==> config.mk <==
export PLATFORM = sky130hd
export DESIGN_NAME = demux_1x4_sched
export DESIGN_NICKNAME = d
export VERILOG_FILES = /design/src/rtl/demux_sched_pkg.sv /design/src/rtl/demux_1x4.sv /design/src/rtl/demux_1x4_sched.sv
export SDC_FILE = /design/constraint.sdc
export NUM_CORES = 1
export LEC_CHECK = 0
export BUFFER_PORTS_ARGS = -buffer_cell sky130_fd_sc_hd__buf_2
export CAP_MARGIN = 15
export CORE_MARGIN = 2
export CORE_UTILIZATION = 51
export DETAILED_ROUTE_END_ITERATION = 7
export PLACE_DENSITY_LB_ADDON = 0.08
export RECOVER_POWER = 25
export SYNTH_ARGS = -nofsm -noshare
export SYNTH_HDL_FRONTEND = slang
export SYNTH_SLANG_ARGS = --single-unit
export TNS_END_PERCENT = 30
==> constraint.sdc <==
create_clock -name clk -period 4.6 [get_ports clk]
set_input_delay 0.46 -clock clk [delete_from_list [all_inputs] [get_ports clk]]
set_output_delay 0.46 -clock clk [all_outputs]
set_load 0.03 [all_outputs]
==> src/rtl/demux_sched_pkg.sv <==
// Shared types and constants for the 1-to-4 demux sequencing controller.
package demux_sched_pkg;

   typedef enum logic {
      IDLE = 1'b0,
      BUSY = 1'b1
   } state_t;

   localparam logic MODE_ADDR = 1'b0;
   localparam logic MODE_RR   = 1'b1;

endpackage

==> src/rtl/demux_1x4.sv <==
// 1-to-4 one-hot demultiplexer: routes input f to output y[s] when enabled.
module demux_1x4 (
   input  logic       f,
   input  logic       en,
   input  logic [1:0] s,
   output logic [3:0] y
);

   always_comb begin
      y = 4'b0000;
      if (f && en) y[s] = 1'b1;
   end

endmodule

==> src/rtl/demux_1x4_sched.sv <==
// Single-entry holding register that steers a valid/ready stream onto one of four
// channels, by address or round-robin, with a programmable stall timeout.
//
// state | meaning
// ------+------------------------------------------
// IDLE  | holding register empty
// BUSY  | item held for channel s, waiting for y_ready[s]
module demux_1x4_sched
   import demux_sched_pkg::*;
#(
   parameter int W   = 8,
   parameter int TMO = 15
) (
   input  logic         clk,
   input  logic         rst,
   input  logic         en,
   input  logic         mode,
   input  logic         in_valid,
   output logic         in_ready,
   input  logic [W-1:0] in_data,
   input  logic [1:0]   in_sel,
   output logic [3:0]   y_valid,
   input  logic [3:0]   y_ready,
   output logic [W-1:0] y_data,
   output logic [1:0]   s,
   output logic         busy,
   output logic         drop
);

   localparam int            CW     = (TMO > 0) ? $clog2(TMO + 1) : 1;
   localparam logic [CW-1:0] TMO_C  = CW'(TMO);
   localparam logic          TMO_EN = (TMO != 0);

   state_t          state_q, state_d;
   logic [W-1:0]    data_q, data_d;
   logic [1:0]      s_q, s_d;
   logic [1:0]      ptr_q, ptr_d;
   logic [CW-1:0]   cnt_q, cnt_d;

   logic            fire;
   logic            timeout_hit;
   logic            accept;
   logic [1:0]      dest;

   assign busy        = (state_q == BUSY);
   assign fire        = busy & y_ready[s_q];
   assign timeout_hit = TMO_EN & busy & ~fire & (cnt_q == TMO_C);
   // Held low during reset so the producer never sees a handshake that reset discards.
   assign in_ready    = en & (~busy | fire) & ~timeout_hit & ~rst;
   assign accept      = in_valid & in_ready;
   assign drop        = timeout_hit & ~rst;
   assign dest        = (mode == MODE_RR) ? ptr_q : in_sel;

   assign y_data = data_q;
   assign s      = s_q;

   demux_1x4 u_demux (
      .f  (busy),
      .en (1'b1),
      .s  (s_q),
      .y  (y_valid)
   );

   always_comb begin
      state_d = state_q;
      data_d  = data_q;
      s_d     = s_q;
      ptr_d   = ptr_q;
      cnt_d   = cnt_q;
      if (accept) begin
         state_d = BUSY;
         data_d  = in_data;
         s_d     = dest;
         cnt_d   = '0;
         if (mode == MODE_RR) ptr_d = ptr_q + 2'd1;
      end else if (fire || timeout_hit) begin
         state_d = IDLE;
         cnt_d   = '0;
      end else if (busy && (cnt_q != TMO_C)) begin
         cnt_d = cnt_q + 1'b1;
      end
   end

   always_ff @(posedge clk) begin
      if (rst) begin
         state_q <= IDLE;
         data_q  <= '0;
         s_q     <= 2'd0;
         ptr_q   <= 2'd0;
         cnt_q   <= '0;
      end else begin
         state_q <= state_d;
         data_q  <= data_d;
         s_q     <= s_d;
         ptr_q   <= ptr_d;
         cnt_q   <= cnt_d;
      end
   end

endmodule

==> metrics.md <==
| Metric | Value |
|---|---|
| Worst flop-to-flop path endpoint | y_data[6] |
| Main synth FF type | dfxtp_1 |
| Worst Tran Pin Value | 0.5874 ns |
| Worst Hold Depth | 2 |
| Die area | 2196 um2 |
| Cell taking the most area after synthesis | dfxtp_1 |
| Number of synthesized flops with an enable pin | 0 |
| RSZ-0062 raised after global routing | no |
| CP peak stage delay | 0.53 ns |
| Slowest stage cell on the critical path | mux2i_1 |
| Clk pin slew, worst setup/hold paths | 0.10 ns |
| Crit path time final | 2.186 ns |
| Main area contributors after synthesis | dfxtp_1, mux2_2, nor2b_1 |
| Worst hold start | in_data[5] |
| GR Overflow Total | 0 |
| Top-area cell type share of the netlist area | 36.32% |
| Post-Synthesis Cells | 90 |
| Max-slew violation count | 0 |
| Layout area overhead | 20.96% |
| Vias | 782 |
| Die height | 46.87 um |
| Clk pwr share | 27.0% |
| Total power draw | 293.8 uW |
| Clock buffer depth | 2 |
| Syn nets | 110 |
| Initial antenna violation count | 0 |
| Worst R2R Start | s[1] |
| Worst slew margin | 60.84% |
| DRC marker count from the first detailed-route iteration | 3 |
| Register share of total power | 54.0% |
| Initial core utilization | 54.28% |
| Clock root cell | clkbuf_4 |
| Global-route wire length before repair | 2973 um |
| PwrDens | 259.1 nW/um2 |
| Final antenna diode count | 0 |
| Final Routed Wirelength | 1828 um |
| Worst EP required | 4.14 ns |
| Max-Cap Viols | 0 |
| Core ar. | 1727 um2 |
| Routed wire per std cell | 12.35 um |
| Worst r2r path cells | 3 |
| Die width | 46.87 um |
| Status | finished clean |
| DR pass1 iterations | 3 |
| Logic pwr share | 19.0% |
| Final Skew | 0.002691 ns |
| Pleak | 0.4852 nW |
| CTS Buf Count | 3 |
| Final setup viols | 0 |
| # resized after CTS | 0 |
| Largest net degree at the start of global routing | 25 |
| Register area share after synthesis | 36.32% |
| Worst Hold Class | input port to flop |
| FMAX | 457.5 MHz |
| Switch Pwr | 83.80 uW |
| Share of cells above drive strength 1 | 36.59% |
| Clock sinks | 17 |
| Int Pwr | 210.0 uW |
| Setup_tns | 0 ns |
| Synth Warn # | 0 |
| Hold path endpoint | y_data[5] |
| Peak VDD IR | 0.1914 mV |
| Netlist Area Pre-Place | 937.1 um2 |
| Final period utilization | 47.51% |
| Num rows | 15 |
| Internal reg-to-reg setup slack | 2.69 ns |
| Yosys cell types | 31 |
| Vias/cell | 5.284 |
| CTS tree | yes |
| H-tree depth | 1 |
| Setup crit end kind | output pin |
| Port-buffer cells | 35 |
| Clock Latency Late Sink | 0.29 ns |
| Crit Path Category | flop to output pin |
| Final hold violations | 0 |
| CP arrival | 1.73 ns |
| Antenna-violating nets left | 0 |
| Io pins | 36 |
| Routability cong. | 0.7318 |
| CP Launch Type | flop |
| DRC | 0 |
| Hold slack | 0.3882 ns |
| Nets | 144 |
| Critical path, cell by cell | mux2i_1, a221oi_1, buf_2 |
| Syn avg cell area | 10.41 um2 |
| Net Sw Frac | 28.53% |
| Hold_buf cts | 0 |
| # Post-CTS Setup Buffers | 0 |
| Vias in the first global route | 697 |
| Synthesized flop and latch total | 17 |
| FILL cells | 159 |
| Maximum fanout along the worst path | 9 |
| All-Layer GR Usage | 19.43% |
| Post-synth ARST share | 0% |
==> cells in the final DEF, fill, tap and decap left out, drive strengths merged, types with 2 or more instances in the layout <==
cell type	Yosys	routed
a21oi	3	3
a221oi	5	5
and2	2	2
and3	2	2
buf	3	27
clkbuf	3	12
dfxtp	17	17
mux2	10	10
mux2i	6	6
nand2b	4	4
nand3b	3	3
nand4	3	3
nor2	2	2
nor2b	12	12
o21ai	2	2
==> cells by family (layout without fill, tap and decap cells) <==
logic type | Yosys count | count (layout) | share of synthesized area [%]
AO/OA/AOI/OAI | 13 | 13 | 14.02
adder cells (fa/ha/maj) | 1 | 1 | 1.335
buffers and inverters | 6 | 39 | 2.803
flip-flops | 17 | 17 | 36.32
multiplexers | 17 | 17 | 20.83
AND/OR/NAND/NOR | 36 | 36 | 24.70
==> cell usage after synthesis, types with 2 or more instances <==
cell type,n
clkbuf_1,3
buf_2,3
nand3b_1,3
nor2_1,2
nand2b_1,4
nand4_1,3
a21oi_1,3
mux2i_1,6
dfxtp_1,17
a221oi_1,4
o21ai_0,2
nor2b_1,12
mux2_2,9
and2_1,2
==> through the flow <==
stage,setup WS (ns),instance area (um2),utilization (%),cells
after floorplan,2.326,937.1,-,90
after global placement,2.638,1117,64.71,144
after detailed placement,2.618,1117,64.71,144
after CTS,2.406,1144,66.23,148
after global routing,2.247,1134,65.65,148
final,2.414,1134,65.65,148
==> routing by layer <==
metal  up-vias  track usage (%)  wire (um)
met1       355            23.28        815
met3         4            3.077        109
met5         -                0          0
met2        27            32.60        869
li1        396                -          -
met4         0            11.67         33
==> power by group through the flow <==
stage               registers [mW]  logic [mW]  clock network (mW)
floorplan                    0.170      0.0299                   0
global placement             0.162      0.0561                   0
detailed placement           0.162      0.0574                   0
CTS                          0.159      0.0577              0.0812
global route                 0.160      0.0608              0.0857
finish                       0.159      0.0559              0.0793
==> how the worst max path moves through the flow <==
stage,depth (start not counted),startpoint,slack (ns),endpoint
after floorplan,2,s[0],2.33,drop
after global placement,4,rst,2.64,y_data[0]
after detailed placement,4,rst,2.62,y_data[6]
after CTS,3,s[1],2.41,in_ready
after global routing,3,s[1],2.25,in_ready
final,3,s[1],2.41,in_ready
==> worst max-delay path, delay by kind of cell, from the launching register on <==
kind / cells / cell delay, ns
AO/OA/AOI/OAI: 1 / 0.18
flip-flops: 1 / 0.51
buffers and inverters: 1 / 0.22
multiplexers: 1 / 0.53
==> registers in the layout, summed over array words and instances (netlist names) <==
name	cells
busy	1
cnt_q	4
ptr_q	2
s	2
y_data	8
==> cell type report <==
cell class	instances	area (um2)	share of cell area, %
multi-input cells	67	570.5	50.33
well taps	25	31.28	2.759
flip-flops and latches	17	340.3	30.02
clock buffers	4	26.28	2.318
repair buffers	35	165.2	14.57
No activity file was read; power rests on OpenSTA's default activity.
